--- config.mk ---
export PLATFORM = sky130hd
export DESIGN_NAME = mem_arbiter
export DESIGN_NICKNAME = d
export VERILOG_FILES = /design/src/rtl/mem_arbiter.sv
export SDC_FILE = /design/constraint.sdc
export NUM_CORES = 1
export LEC_CHECK = 0
export CAP_MARGIN = 10
export CORE_MARGIN = 1.5
export CORE_UTILIZATION = 38
export CTS_CLUSTER_SIZE = 24
export DETAILED_ROUTE_END_ITERATION = 10
export PLACE_DENSITY = 0.74
export REMOVE_ABC_BUFFERS = 1
export SETUP_SLACK_MARGIN = 0.3
export SLEW_MARGIN = 20
export SYNTH_ARGS = -nofsm -noshare
export SYNTH_HDL_FRONTEND = slang
export SYNTH_SLANG_ARGS = --single-unit
--- constraint.sdc ---
create_clock -name clk -period 2.15 [get_ports clk]
set_input_delay 0.215 -clock clk [delete_from_list [all_inputs] [get_ports clk]]
set_output_delay 0.215 -clock clk [all_outputs]
set_load 0.02 [all_outputs]
--- src/rtl/mem_arbiter.sv ---
// Two-port arbiter sharing one mem_system between instruction fetch (I, read-only) and data (D, read/write).
// One winner is captured, held stable downstream until Done, and the response is routed back to it.
module mem_arbiter #(
    parameter bit          PRIO_D  = 1'b0,
    parameter int unsigned TIMEOUT = 64
) (
    input  logic        clk,
    input  logic        rst,
    input  logic        i_rd,
    input  logic [15:0] i_addr,
    output logic [15:0] i_data_out,
    output logic        i_done,
    output logic        i_stall,
    input  logic        d_rd,
    input  logic        d_wr,
    input  logic [15:0] d_addr,
    input  logic [15:0] d_data_in,
    output logic [15:0] d_data_out,
    output logic        d_done,
    output logic        d_stall,
    output logic        cache_hit,
    output logic [15:0] m_addr,
    output logic [15:0] m_data_in,
    output logic        m_rd,
    output logic        m_wr,
    input  logic [15:0] m_data_out,
    input  logic        m_done,
    input  logic        m_cache_hit,
    input  logic        m_err,
    output logic        err
);

    typedef enum logic {IDLE, BUSY} state_t;
    typedef enum logic {PORT_I, PORT_D} port_t;

    localparam logic [7:0] WDOG_LAST = 8'(TIMEOUT - 1);

    state_t      state;
    state_t      next_state;
    port_t       grant;
    port_t       winner;
    logic [15:0] cap_addr;
    logic [15:0] cap_data;
    logic        cap_rd;
    logic        cap_wr;
    logic [7:0]  wdog;
    logic [15:0] i_data_q;
    logic [15:0] d_data_q;
    logic        err_q;

    logic req_i;
    logic req_d;
    logic capture;
    logic complete;
    logic timeout;
    logic err_set;

    assign req_i    = i_rd;
    assign req_d    = d_rd | d_wr;
    assign capture  = (state == IDLE) && (req_i || req_d);
    assign complete = (state == BUSY) && m_done;
    // A Done arriving in the final watchdog cycle still completes normally.
    assign timeout  = (state == BUSY) && !m_done && (wdog == WDOG_LAST);
    assign err_set  = m_err || ((state == IDLE) && d_rd && d_wr) || timeout;

    // grant doubles as last_grant: both are written only at capture.
    always_comb begin
        winner = PORT_I;
        if (req_i && req_d)
            winner = (PRIO_D || grant == PORT_I) ? PORT_D : PORT_I;
        else if (req_d)
            winner = PORT_D;
    end

    // NOTE: flops use non-blocking (<=) so every register samples pre-edge values, independent of block order.
    always_ff @(posedge clk or posedge rst) begin
        if (rst)
            state <= IDLE;
        else
            state <= next_state;
    end

    always_comb begin
        next_state = state;
        case (state)
            IDLE:    if (capture) next_state = BUSY;
            BUSY:    if (complete || timeout) next_state = IDLE;
            default: next_state = IDLE;
        endcase
    end

    // NOTE: every always_comb output gets a default first, so no path can leave it unassigned and infer a latch.
    always_comb begin
        m_rd      = 1'b0;
        m_wr      = 1'b0;
        i_done    = 1'b0;
        d_done    = 1'b0;
        cache_hit = 1'b0;
        if (state == BUSY) begin
            // Dropping Rd/Wr in the Done cycle keeps mem_system from starting a duplicate access.
            m_rd      = cap_rd & ~m_done;
            m_wr      = cap_wr & ~m_done;
            i_done    = m_done && (grant == PORT_I);
            d_done    = m_done && (grant == PORT_D);
            cache_hit = m_done & m_cache_hit;
        end
    end

    always_ff @(posedge clk or posedge rst) begin
        if (rst) begin
            grant    <= PORT_I;
            cap_addr <= '0;
            cap_data <= '0;
            cap_rd   <= 1'b0;
            cap_wr   <= 1'b0;
            wdog     <= '0;
            i_data_q <= '0;
            d_data_q <= '0;
            err_q    <= 1'b0;
        end else begin
            if (capture) begin
                grant <= winner;
                wdog  <= '0;
                if (winner == PORT_D) begin
                    cap_addr <= d_addr;
                    cap_data <= d_data_in;
                    cap_rd   <= d_rd & ~d_wr;
                    cap_wr   <= d_wr;
                end else begin
                    cap_addr <= i_addr;
                    cap_data <= '0;
                    cap_rd   <= 1'b1;
                    cap_wr   <= 1'b0;
                end
            end else if (state == BUSY) begin
                wdog <= wdog + 8'd1;
            end

            if (complete && cap_rd) begin
                if (grant == PORT_I)
                    i_data_q <= m_data_out;
                else
                    d_data_q <= m_data_out;
            end

            if (err_set)
                err_q <= 1'b1;
        end
    end

    assign m_addr     = cap_addr;
    assign m_data_in  = cap_data;
    assign i_data_out = i_data_q;
    assign d_data_out = d_data_q;
    assign err        = err_q;
    assign i_stall    = i_rd & ~i_done;
    assign d_stall    = (d_rd | d_wr) & ~d_done;

endmodule

# --- Yosys cells after proc, flatten, opt, wreduce, memory -nomap -nowiden ---
# Cells that the tools add are included.
totals:
  register_bits: 77
  out_inout_bits: 72
  elab_cells: 60
op_classes:
  addsub: 1
  eq_ne: 1
  n_mux: 17
  n_bitwise: 13
  reduce_logical: 18
ops:
  columns: ["op", "n"]
  rows:
  - ["16-bit 2-to-1 mux", 2]
  - ["8-bit 2-to-1 mux", 2]
  - ["1-bit 2-to-1 mux", 12]
  - ["1-bit logical AND", 10]
  - ["8-bit by 1-bit adder with 8-bit output (second input constant)", 1]
  - ["8-bit by 6-bit equality test with 1-bit output (second input constant)", 1]
  - ["1-bit AND", 6]
  - ["1-bit NOT", 6]
  - ["1-bit logical OR", 4]
  - ["2-bit AND reduction", 2]
  - ["1-bit one-hot mux with 2 select lines", 1]
  - ["2-bit nonzero test", 1]
  - ["1-bit logical NOT", 1]
  - ["1-bit OR", 1]

# --- Logic depth before layout (Yosys ltp) ---
# Gate-level depths: netlist (run 1).
logic_depth:
  word_depth: 6
  depth_mapped: 5
  depth_no_buf: 4

# --- Least setup slack after synthesis (run 1) ---
# OpenSTA, ideal clock, no wires.
synth_path:
  path_type: "register to output"
  startpoint: "reg state"
  endpoint: "out d_stall"
  arrival_time_ns: 1.324
  slack_ns: 0.611
  stages_incl_launch_ff: 5
  path_cell_list: "dfrtp_1 buf_2 buf_1 and3_2 a21oi_1"
synth_between:
  elab_chain_len: 3
synth_rtl:
  columns: ["item", "line", "text"]
  rows:
  - ["start: declaration", "38", "state_t state;"]
  - ["start signal: assignment", "80", "state <= next_state;"]
  - ["1-bit 2-to-1 mux", "99", "if (state == BUSY) begin"]
  - ["named net d_done", "19", "output logic d_done,"]
  - ["1-bit NOT", "157", "assign d_stall = (d_rd | d_wr) & ~d_done;"]
  - ["1-bit AND", "157", null]
  - ["end: declaration", "20", "output logic d_stall,"]
# The timed path passes the listed nets, and every way through them passes these cells.

# --- Worst setup path after layout (run 1) ---
layout_path:
  startpoint: "reg grant"
  endpoint: "out d_stall"
layout_between:
  elab_chain_len: 4
layout_rtl:
  columns: ["item", "line", "text"]
  rows:
  - ["start: declaration", "40", "port_t grant;"]
  - ["start signal: assignment", "122", "grant <= winner;"]
  - ["1-bit logical AND", "104", "d_done = m_done && (grant == PORT_D);"]
  - ["1-bit 2-to-1 mux", "99", null]
  - ["1-bit NOT", "157", null]
  - ["1-bit AND", "157", null]
# Every way passes these cells.

==> results of run 1 <==
==> sequential cells by signal, indices dropped and copies added, names as in the netlist, 8 cells and up <==
| register | count |
|---|---|
| m_addr | 16 |
| i_data_out | 16 |
| d_data_out | 16 |
| m_data_in | 16 |
| wdog | 8 |
==> where the power goes <==
part / switching [uW] / internal (uW)
combinational: 1690 / 1850
clock: 489 / 678
sequential: 394 / 2110
total: 2570 / 4640
==> cells in the final DEF, fill, tap and decap left out, drive strengths merged, types with 2 or more instances in the layout <==
cell / n
a211oi: 2
a21oi: 3
a22o: 16
and3: 2
buf: 9
bufinv: 2
clkbuf: 11
clkdlybuf4s50: 136
dfrtp: 77
dlygate4sd2: 6
inv: 6
mux2: 32
mux2i: 18
nand2: 4
nand3: 2
nand4: 3
nor2: 10
nor2b: 2
nor3: 2
o21ai: 37
o221ai: 2
o31ai: 2
xor2: 2
==> area by class of cell <==
type | count | area [um2] | area share [%]
well taps | 105 | 131 | 2.61
inverters | 6 | 22.5 | 0.448
clock inverters | 4 | 72.6 | 1.44
flip-flops and latches | 77 | 1930 | 38.4
clock buffers | 11 | 141 | 2.81
repair buffers | 152 | 1520 | 30.2
multi-input cells | 150 | 1210 | 24.1
==> metrics by stage <==
step	area [um2]	hold WS [ns]	cells	power (uW)	TNS (ns)
floorplan	3160	0.323	233	4310	-2.56
CTS	5030	0.242	505	7300	0
global placement	4820	0.473	490	6040	0
global route	5030	0.271	505	7640	0
detailed placement	4820	0.482	490	6130	0
finish	5030	0.245	505	7210	0
==> what timing repair did <==
| action | CTS | global route |
|---|---|---|
| resized for setup | 8 | 1 |
| pin swaps | 0 | 0 |
| hold buffers | 0 | 0 |
| buffers inserted | 0 | 0 |
| endpoints found under the setup margin | 6 | 1 |
==> how the worst min path moves through the flow <==
stage                   startpoint                    endpoint  slack (ns)
2_1_floorplan                 i_rd          cap_wr$_DFFE_PP0P_        0.32
3_3_place_gp   wdog[7]$_DFFE_PP0P_         wdog[7]$_DFFE_PP0P_        0.47
3_5_place_dp   wdog[5]$_DFFE_PP0P_         wdog[5]$_DFFE_PP0P_        0.48
4_1_cts                        rst  d_data_out[15]$_DFFE_PP0P_        0.24
5_1_grt                        rst  d_data_out[15]$_DFFE_PP0P_        0.27
6_report                       rst  d_data_out[15]$_DFFE_PP0P_        0.25
==> cells by family after synthesis <==
| logic type | after synthesis | synth area share, % |
|---|---|---|
| buffers and inverters | 22 | 3.99 |
| DFF | 77 | 59.0 |
| AOI/OAI and AO/OA | 66 | 13.1 |
| muxes | 50 | 17.7 |
| adders and majority gates | 1 | 0.383 |
| xor gates and xnor gates | 3 | 0.805 |
| and+or+nand+nor | 30 | 5.02 |
==> worst max-delay path: stages, from the launching register on <==
cell and delay, ns:
sky130_fd_sc_hd__dfrtp_2 0.48, sky130_fd_sc_hd__and3_2 0.23, sky130_fd_sc_hd__a21oi_1 0.10, sky130_fd_sc_hd__dlygate4sd2_1 0.35
==> metal layers <==
metal / global-route usage (%) / part of all wire (%) / routed length, um
met5: 0 / 0 / 0
met1: 20.9 / 41 / 3160
met2: 29.3 / 49 / 3830
met3: 6.14 / 8.4 / 651
met4: 7.84 / 1.4 / 107
==> run summary, run 1 <==
SYNTH
----------------------------------------------------------------------------------
Yosys warns                                                                      0
Count leader, synth                                                   sky130_fd_sc_hd__dfrtp_1
Top post-synthesis cells by area                                      sky130_fd_sc_hd__dfrtp_1 (59%), sky130_fd_sc_hd__mux2_2 (7.6%), sky130_fd_sc_hd__o21ai_0 (5.7%)
Count of unique library cells instantiated by Yosys                             38
Share of the yosys chip area belonging to registers                          59.0%
Async SR Flop Fraction                                                        100%
Area leader, netlist                                                  sky130_fd_sc_hd__dfrtp_1
Synth Flop Type                                                       sky130_fd_sc_hd__dfrtp_1
Area share of the largest cell type after synthesis                          59.0%
Number of register bits inferred by synthesis                                   77
Mean Syn Cell Area                                                        13.1 um2
Number of enable flip-flop cells after synthesis                                 0
Count of mapped cells out of synthesis                                         249
List of most frequent post-synthesis cells                            sky130_fd_sc_hd__dfrtp_1 (77), sky130_fd_sc_hd__o21ai_0 (37), sky130_fd_sc_hd__mux2_2 (22)
Area of the mapped netlist                                                3260 um2

CLOCK NETWORK
----------------------------------------------------------------------------------
CTS Buffer Depth                                                                 2
H-tree lvl count                                                                 3
Skew-Pair Late Insertion Delay                                             0.33 ns
Clock Pin Slew Worst Setup and Hold Paths                                  0.08 ns
CTS Buf Count                                                                    9
Number of clock sinks seen by CTS                                               77
TritonCTS clock tree                                                           yes
Clock Root Buffer                                                     sky130_fd_sc_hd__clkbuf_8

DIE
----------------------------------------------------------------------------------
Die X                                                                      95.7 um
Initial core utilization                                                     39.5%
Die extent in y                                                            95.7 um
Placement Rows                                                                  33
Core ar.                                                                  8260 um2
Die area                                                                  9160 um2
Ports placed on the boundary                                                   144

GRT
----------------------------------------------------------------------------------
Via count of the first global-routing pass                                   2,594
Pin count of the biggest net entering global routing                            31
First-pass GRT wire length                                                 12.2 mm
Aggregate global routing overflow                                                0
Global-route usage over all layers                                           17.8%
Initial antenna violation count                                                  0

DETAILED ROUTING
----------------------------------------------------------------------------------
Number of remaining DRC errors                                                   0
Drt wl/cell                                                                15.3 um
DRT antenna net count                                                            0
Final wirelength                                                           7.74 mm
1st-iter DRT viols                                                              80
First drt pass iteration count                                                   4
Detailed-route vias per instance                                              5.04
DR vias                                                                      2,543

CRITICAL PATH
----------------------------------------------------------------------------------
Cell count of the worst reg-to-reg path                                          3
Required time reported for the critical path endpoint                      1.93 ns
Crit start category                                                           flop
Classification of the worst setup path                                     reg2out
Launch point of the critical path                                     grant$_DFFE_PP0P_
Capture point of the worst reg-to-reg path                            m_data_in[3]$_DFFE_PP0P_
Largest fanout on the critical path                                              8
Kind of end point of the critical path                                  output pin
Worst R2R Start                                                       state$_DFF_PP0_
Critical path data arrival time                                            1.49 ns
R2R Setup Slk                                                              0.59 ns
End point of the critical path                                             d_stall

STA
----------------------------------------------------------------------------------
Peak Freq                                                                0.586 GHz
Clock Skew                                                              0.00501 ns
Final Cycle Share                                                            79.3%
Pin slew with the least headroom to its limit                             0.673 ns
Max-slew violation count                                                         0
Final setup vio count                                                            0
Hold Violations, Final                                                           0
Headroom to the max-slew limit                                               55.1%
Setup repair after global routing missed its margin                          false
Final critical path time including I/O delays and setup                    1.71 ns
Setup slack of the critical path after layout                             0.444 ns

LAYOUT
----------------------------------------------------------------------------------
Signed area change from the synthesized netlist to the final layout          54.0%
Number of antenna repair diodes                                                  0
Share of cells above drive strength 1                                        16.3%
Final cell utilization of the core                                           60.9%
Total of fill cells in the finished design                                     679
Final #Nets                                                                    469

JOB
----------------------------------------------------------------------------------
Number of maximum-capacitance constraint violations                              0

PLACE
----------------------------------------------------------------------------------
Final Wtd Congestion                                                         0.725
Pre-CTS setup slack                                                       0.192 ns
Number of buffers inserted by port buffering                                   143
Sum of net half-perimeters after detailed placement                        5.81 mm

POWER
----------------------------------------------------------------------------------
Cell area power density                                                1430 nW/um2
Worst IR Drop VDD                                                         0.621 mV
Leakage power figure                                                    0.00219 uW

STATUS
----------------------------------------------------------------------------------
Run status                                                            complete, no violations

WORST HOLD PATH
----------------------------------------------------------------------------------
Hold Crit Class                                                           in2async

No activity file was read; power rests on OpenSTA's default activity.
==> run 2, diff against run 1 <==
Clock period 2.15 ns to 1.4 ns, I/O delays scaled along.
==> run 2 against run 1 <==
  * The flow now finishes with violations (setup timing)
  * Sequential share of layout area is 2.8 points lower
  * Hold slack lost 0.079 ns
  * Critical path depth is 2 higher
  * Flip-flop and latch count unchanged
  * Total power grew 65%
  * First-iteration DRC count did not move
  * Clock power rose by 58%
  * Sequential power grew 53%
  * Critical path type is now reg2reg
==> run summary, run 2 (same netlist as run 1, synthesis figures left out) <==
STATUS
----------------------------------------------------------------------------------
Run status                                                            finished with violations
Failing checks                                                        setup timing

PLACE
----------------------------------------------------------------------------------
Sum of net half-perimeters after detailed placement                        5.53 mm
Number of buffers inserted by port buffering                                   143
Final Wtd Congestion                                                         0.706
Pre-CTS setup slack                                                      -0.404 ns

POWER
----------------------------------------------------------------------------------
Cell area power density                                                2190 nW/um2
Worst IR Drop VDD                                                          1.01 mV
Total Power                                                              11,900 uW
Leakage power figure                                                    0.00254 uW

STA
----------------------------------------------------------------------------------
Final critical path time including I/O delays and setup                    1.50 ns
Headroom to the max-slew limit                                               71.7%
Setup repair after global routing missed its margin                           true
Setup slack of the critical path after layout                           -0.0958 ns
Hold Violations, Final                                                           0
Pin slew with the least headroom to its limit                             0.424 ns
Max-slew violation count                                                         0
Final Cycle Share                                                             107%
Clock Skew                                                               0.0117 ns
Final setup vio count                                                           45
Peak Freq                                                                0.669 GHz

LAYOUT
----------------------------------------------------------------------------------
Multi-input combinational cell area                                       1480 um2
Share of cells above drive strength 1                                        47.7%
Most common cell after layout, fill and taps aside                    sky130_fd_sc_hd__dfrtp_1
Most frequent cells in the layout                                     sky130_fd_sc_hd__dfrtp_1 (76), sky130_fd_sc_hd__clkdlybuf4s50_1 (70), sky130_fd_sc_hd__buf_2 (65), sky130_fd_sc_hd__buf_4 (26), sky130_fd_sc_hd__mux2_4 (21)
Area taken by flip-flops and latches                                      1930 um2
Total of fill cells in the finished design                                     623
Final #Nets                                                                    501
Signed area change from the synthesized netlist to the final layout          65.9%
Number of antenna repair diodes                                                  0
Final cell utilization of the core                                           65.6%

CLOCK NETWORK
----------------------------------------------------------------------------------
Post-cts hold buffer count                                                       0
Number of clock sinks seen by CTS                                               77
TritonCTS clock tree                                                           yes
CTS Buffer Depth                                                                 2
Clock Pin Slew Worst Setup and Hold Paths                                  0.08 ns
Skew-Pair Late Insertion Delay                                             0.34 ns
CTS Buf Count                                                                    9
H-tree lvl count                                                                 3
Clock Root Buffer                                                     sky130_fd_sc_hd__clkbuf_8

JOB
----------------------------------------------------------------------------------
Number of maximum-capacitance constraint violations                              0

DETAILED ROUTING
----------------------------------------------------------------------------------
DRT antenna net count                                                            0
Detailed-route vias per instance                                              5.05
Number of remaining DRC errors                                                   0
First drt pass iteration count                                                   4
DR vias                                                                      2,713
1st-iter DRT viols                                                              80
Final wirelength                                                           9.14 mm
Drt wl/cell                                                                17.0 um

GRT
----------------------------------------------------------------------------------
Aggregate global routing overflow                                                0
First-pass GRT wire length                                                 13.7 mm
Initial antenna violation count                                                  0
Via count of the first global-routing pass                                   2,736
Pin count of the biggest net entering global routing                            62
Global-route usage over all layers                                           19.7%

DIE
----------------------------------------------------------------------------------
Die extent in y                                                            95.7 um
Die X                                                                      95.7 um
Initial core utilization                                                     39.5%
Ports placed on the boundary                                                   144
Placement Rows                                                                  33
Die area                                                                  9160 um2
Core ar.                                                                  8260 um2

CRITICAL PATH
----------------------------------------------------------------------------------
Crit start category                                                           flop
Classification of the worst setup path                                     reg2reg
Kind of end point of the critical path                                        flop
Required time reported for the critical path endpoint                      1.62 ns
Largest fanout on the critical path                                              8
Critical path data arrival time                                            1.72 ns

WORST HOLD PATH
----------------------------------------------------------------------------------
Hold Crit Class                                                           in2async

run 2: changes by cell type in the layout (fill, tap and decap cells not counted), sizes merged:
cell           delta
buf             +103
clkdlybuf4s50    -66
inv               +1
clkinvlp          +1
clkinv            -1
dlygate4sd2       -5
dlymetal6s2s      -1
run 2: path summary, 6_finish.rpt:
kind,from,end,slack [ns],cells past startpoint
min reg2reg,wdog[5]$_DFFE_PP0P_,wdog[5]$_DFFE_PP0P_,0.49,1
max reg2reg,state$_DFF_PP0_,m_data_in[6]$_DFFE_PP0P_,-0.1,5
min,rst,m_data_in[14]$_DFFE_PP0P_,0.17,3
max in group asynchronous,rst,state$_DFF_PP0_,0.92,3
min in group clk,d_data_in[14],m_data_in[14]$_DFFE_PP0P_,0.40,2
max,state$_DFF_PP0_,m_data_in[6]$_DFFE_PP0P_,-0.1,5
run 2: what timing repair did:
item / 4_1_cts / 5_1_grt
cloned: 5 / 1
resized for setup: 359 / 50
pin swaps: 20 / 8
endpoints found under the setup margin: 147 / 85
buffers inserted: 13 / 1
run 2: routing by layer:
layer | track usage [%] | part of all wire, %
met1 | 25.3 | 42
met3 | 4.47 | 6.3
met4 | 7.72 | 1.5
met5 | 0 | 0
met2 | 32.3 | 50
run 2: power by group:
part           switching [uW]  internal, uW
clock network             803          1050
logic                    3150          3050
registers                 595          3240
total                    4550          7340
run 2: area by class of cell:
class	instances	area share, %
Clock buffer	10	2.54
Sequential cell	77	35.6
Tap cell	105	2.43
Inverter	6	0.416
Multi-Input combinational cell	150	27.4
Timing Repair Buffer	184	30.1
Clock inverter	5	1.55
run 2: metrics by stage:
stage	TNS (ns)	area, um2	hold slack, ns	cells
global placement	-17.45	4920	0.473	502
global route	-4.33	5420	0.164	537
CTS	-1.35	5210	0.164	535
finish	-2.35	5420	0.166	537
floorplan	-93.55	3160	0.248	233
detailed placement	-18.39	4920	0.479	502
run 2: critical path: stages (launching register included):
cell,delay [ns]
sky130_fd_sc_hd__dfrtp_2,0.45
sky130_fd_sc_hd__buf_6,0.14
sky130_fd_sc_hd__buf_12,0.12
sky130_fd_sc_hd__or2_4,0.30
sky130_fd_sc_hd__buf_12,0.16
sky130_fd_sc_hd__a22o_1,0.22
==> run 3, diff against run 2 <==
Settings changed: CTS_CLUSTER_DIAMETER set to 40, SETUP_SLACK_MARGIN 0.3 to 0.4.
==> run 3 against run 2 <==
  * The flow still finishes with violations (setup timing)
  * Count of clock-buffer cells in the layout unchanged
  * Sequential share of layout area shrank 3.3 points
  * Hold slack worse by 0.00078 ns
  * Clock skew is 0.0020 ns higher
  * First-iteration DRC count is 18% higher
  * Fmax increased by 0.81%
  * Critical path depth is the same
  * Register-to-register slack hardly changed
  * Sequential power increased by 6.0%
==> run summary, run 3 (same netlist as run 1, synthesis figures left out) <==
STATUS
----------------------------------------------------------------------------------
Run status                                                            finished with violations
Failing checks                                                        setup timing

DIE
----------------------------------------------------------------------------------
Placement Rows                                                                  33
Core ar.                                                                  8260 um2
Ports placed on the boundary                                                   144
Die area                                                                  9160 um2
Die X                                                                      95.7 um
Initial core utilization                                                     39.5%
Die extent in y                                                            95.7 um

STA
----------------------------------------------------------------------------------
Headroom to the max-slew limit                                               72.6%
Peak Freq                                                                0.674 GHz
Final setup vio count                                                           42
Setup repair after global routing missed its margin                           true
Hold Violations, Final                                                           0
Worst hold margin                                                         0.165 ns
Summed negative setup slack over all endpoints                            -1.85 ns
Final Cycle Share                                                             106%
Pin slew with the least headroom to its limit                             0.411 ns
Final critical path time including I/O delays and setup                    1.48 ns
Max-slew violation count                                                         0
Clock Skew                                                               0.0138 ns
Setup slack of the critical path after layout                           -0.0837 ns

CRITICAL PATH
----------------------------------------------------------------------------------
Critical path data arrival time                                            1.70 ns
Crit path buffers/inverters                                                      3
Cell type group with the largest total delay on the critical path       flip-flops
Crit start category                                                           flop
Required time reported for the critical path endpoint                      1.62 ns
Cells traversed along the worst timing path                           buf_6 -> buf_12 -> or2_4 -> buf_12 -> a22o_1
Cell type with the highest occurrence count on the critical path      sky130_fd_sc_hd__buf_12
Largest fanout on the critical path                                              8
Slowest cell on the critical path                                     sky130_fd_sc_hd__dfrtp_2
Slowest cell delay on critical path                                        0.44 ns
Kind of end point of the critical path                                        flop
Classification of the worst setup path                                     reg2reg

GRT
----------------------------------------------------------------------------------
Aggregate global routing overflow                                                0
Global-route usage over all layers                                           20.1%
Initial antenna violation count                                                  0
Via count of the first global-routing pass                                   2,853
Pin count of the biggest net entering global routing                            62
First-pass GRT wire length                                                 13.9 mm

LAYOUT
----------------------------------------------------------------------------------
Most frequent cells in the layout                                     sky130_fd_sc_hd__dfrtp_1 (75), sky130_fd_sc_hd__buf_6 (74), sky130_fd_sc_hd__clkdlybuf4s50_1 (70), sky130_fd_sc_hd__buf_4 (45), sky130_fd_sc_hd__mux2_4 (22)
Number of antenna repair diodes                                                  0
Most common cell after layout, fill and taps aside                    sky130_fd_sc_hd__dfrtp_1
Final #Nets                                                                    521
Total of fill cells in the finished design                                     546
Share of cells above drive strength 1                                        52.0%
Area taken by flip-flops and latches                                      1930 um2
Signed area change from the synthesized netlist to the final layout          83.1%
Multi-input combinational cell area                                       1490 um2

DETAILED ROUTING
----------------------------------------------------------------------------------
1st-iter DRT viols                                                              94
DR vias                                                                      2,786
Final wirelength                                                           9.31 mm
Detailed-route vias per instance                                              5.00
Drt wl/cell                                                                16.7 um
Number of remaining DRC errors                                                   0
First drt pass iteration count                                                   4
DRT antenna net count                                                            0

JOB
----------------------------------------------------------------------------------
Number of maximum-capacitance constraint violations                              0

WORST HOLD PATH
----------------------------------------------------------------------------------
Hold Crit Class                                                           in2async

POWER
----------------------------------------------------------------------------------
Worst IR Drop VDD                                                          1.08 mV
Leakage power figure                                                    0.00277 uW
Cell area power density                                                2290 nW/um2

CLOCK NETWORK
----------------------------------------------------------------------------------
Number of clock sinks seen by CTS                                               77
H-tree lvl count                                                                 3
CTS Buf Count                                                                    9
Clock Pin Slew Worst Setup and Hold Paths                                  0.08 ns
TritonCTS clock tree                                                           yes
Skew-Pair Late Insertion Delay                                             0.34 ns
CTS Buffer Depth                                                                 2
Clock Root Buffer                                                     sky130_fd_sc_hd__clkbuf_8

PLACE
----------------------------------------------------------------------------------
Sum of net half-perimeters after detailed placement                        5.53 mm
Number of buffers inserted by port buffering                                   143
Final Wtd Congestion                                                         0.706

[run 3: final cells by class]
| type | instances | share of cell area (%) |
|---|---|---|
| Clock inverter | 5 | 1.40 |
| Clock buffer | 10 | 2.30 |
| Sequential cell | 77 | 32.3 |
| Timing Repair Buffer | 204 | 36.5 |
| Inverter | 6 | 0.377 |
| Multi-Input combinational cell | 150 | 24.9 |
| Tap cell | 105 | 2.20 |
[run 3: worst min-delay path: stages]
cell and delay (ns):
sky130_fd_sc_hd__clkdlybuf4s50_1 0.42, sky130_fd_sc_hd__inv_2 0.08, sky130_fd_sc_hd__buf_4 0.23
[run 3: power by group]
| part | switching, uW | total [uW] | internal (uW) |
|---|---|---|---|
| registers | 807 | 4060 | 3250 |
| clock network | 796 | 1850 | 1050 |
| logic | 3270 | 7760 | 4480 |
[run 3: stage by stage]
step | cell area [um2] | power (uW) | util (%) | std cells | setup slack [ns]
after floorplan | 3160 | 6620 | - | 233 | -0.707
after global placement | 4920 | 9390 | 59.6 | 502 | -0.413
after detailed placement | 4920 | 9510 | 59.6 | 502 | -0.404
after CTS | 5760 | 13100 | 69.8 | 547 | -0.0730
after global routing | 5980 | 14400 | 72.4 | 557 | -0.112
final | 5980 | 13700 | 72.4 | 557 | -0.0837
[run 3: final timing paths]
kind	start	endpoint	slack [ns]	cells past startpoint
setup reg to reg	state$_DFF_PP0_	m_data_in[6]$_DFFE_PP0P_	-0.08	5
setup / recovery	state$_DFF_PP0_	m_data_in[6]$_DFFE_PP0P_	-0.08	5
hold / removal	rst	m_data_in[5]$_DFFE_PP0P_	0.17	3
max in group asynchronous	rst	state$_DFF_PP0_	0.91	3
min in group clk	d_data_in[14]	m_data_in[14]$_DFFE_PP0P_	0.40	2
hold reg to reg	wdog[5]$_DFFE_PP0P_	wdog[5]$_DFFE_PP0P_	0.49	1
[run 3: what timing repair did]
item                       CTS  global route
pin swaps                   23             9
setup endpoints to repair  149           149
gates resized for setup    513            35
buffers inserted            25            10
gates cloned                 5             0
hold buffers                 0             0
[run 3: per-layer routing]
metal,vias up,global-route usage (%),part of all wire (%)
li1,1316,-,-
met1,1354,25.0,41
met2,105,33.4,52
met3,11,5.02,6.2
met4,0,8.09,1.6
met5,-,0,0
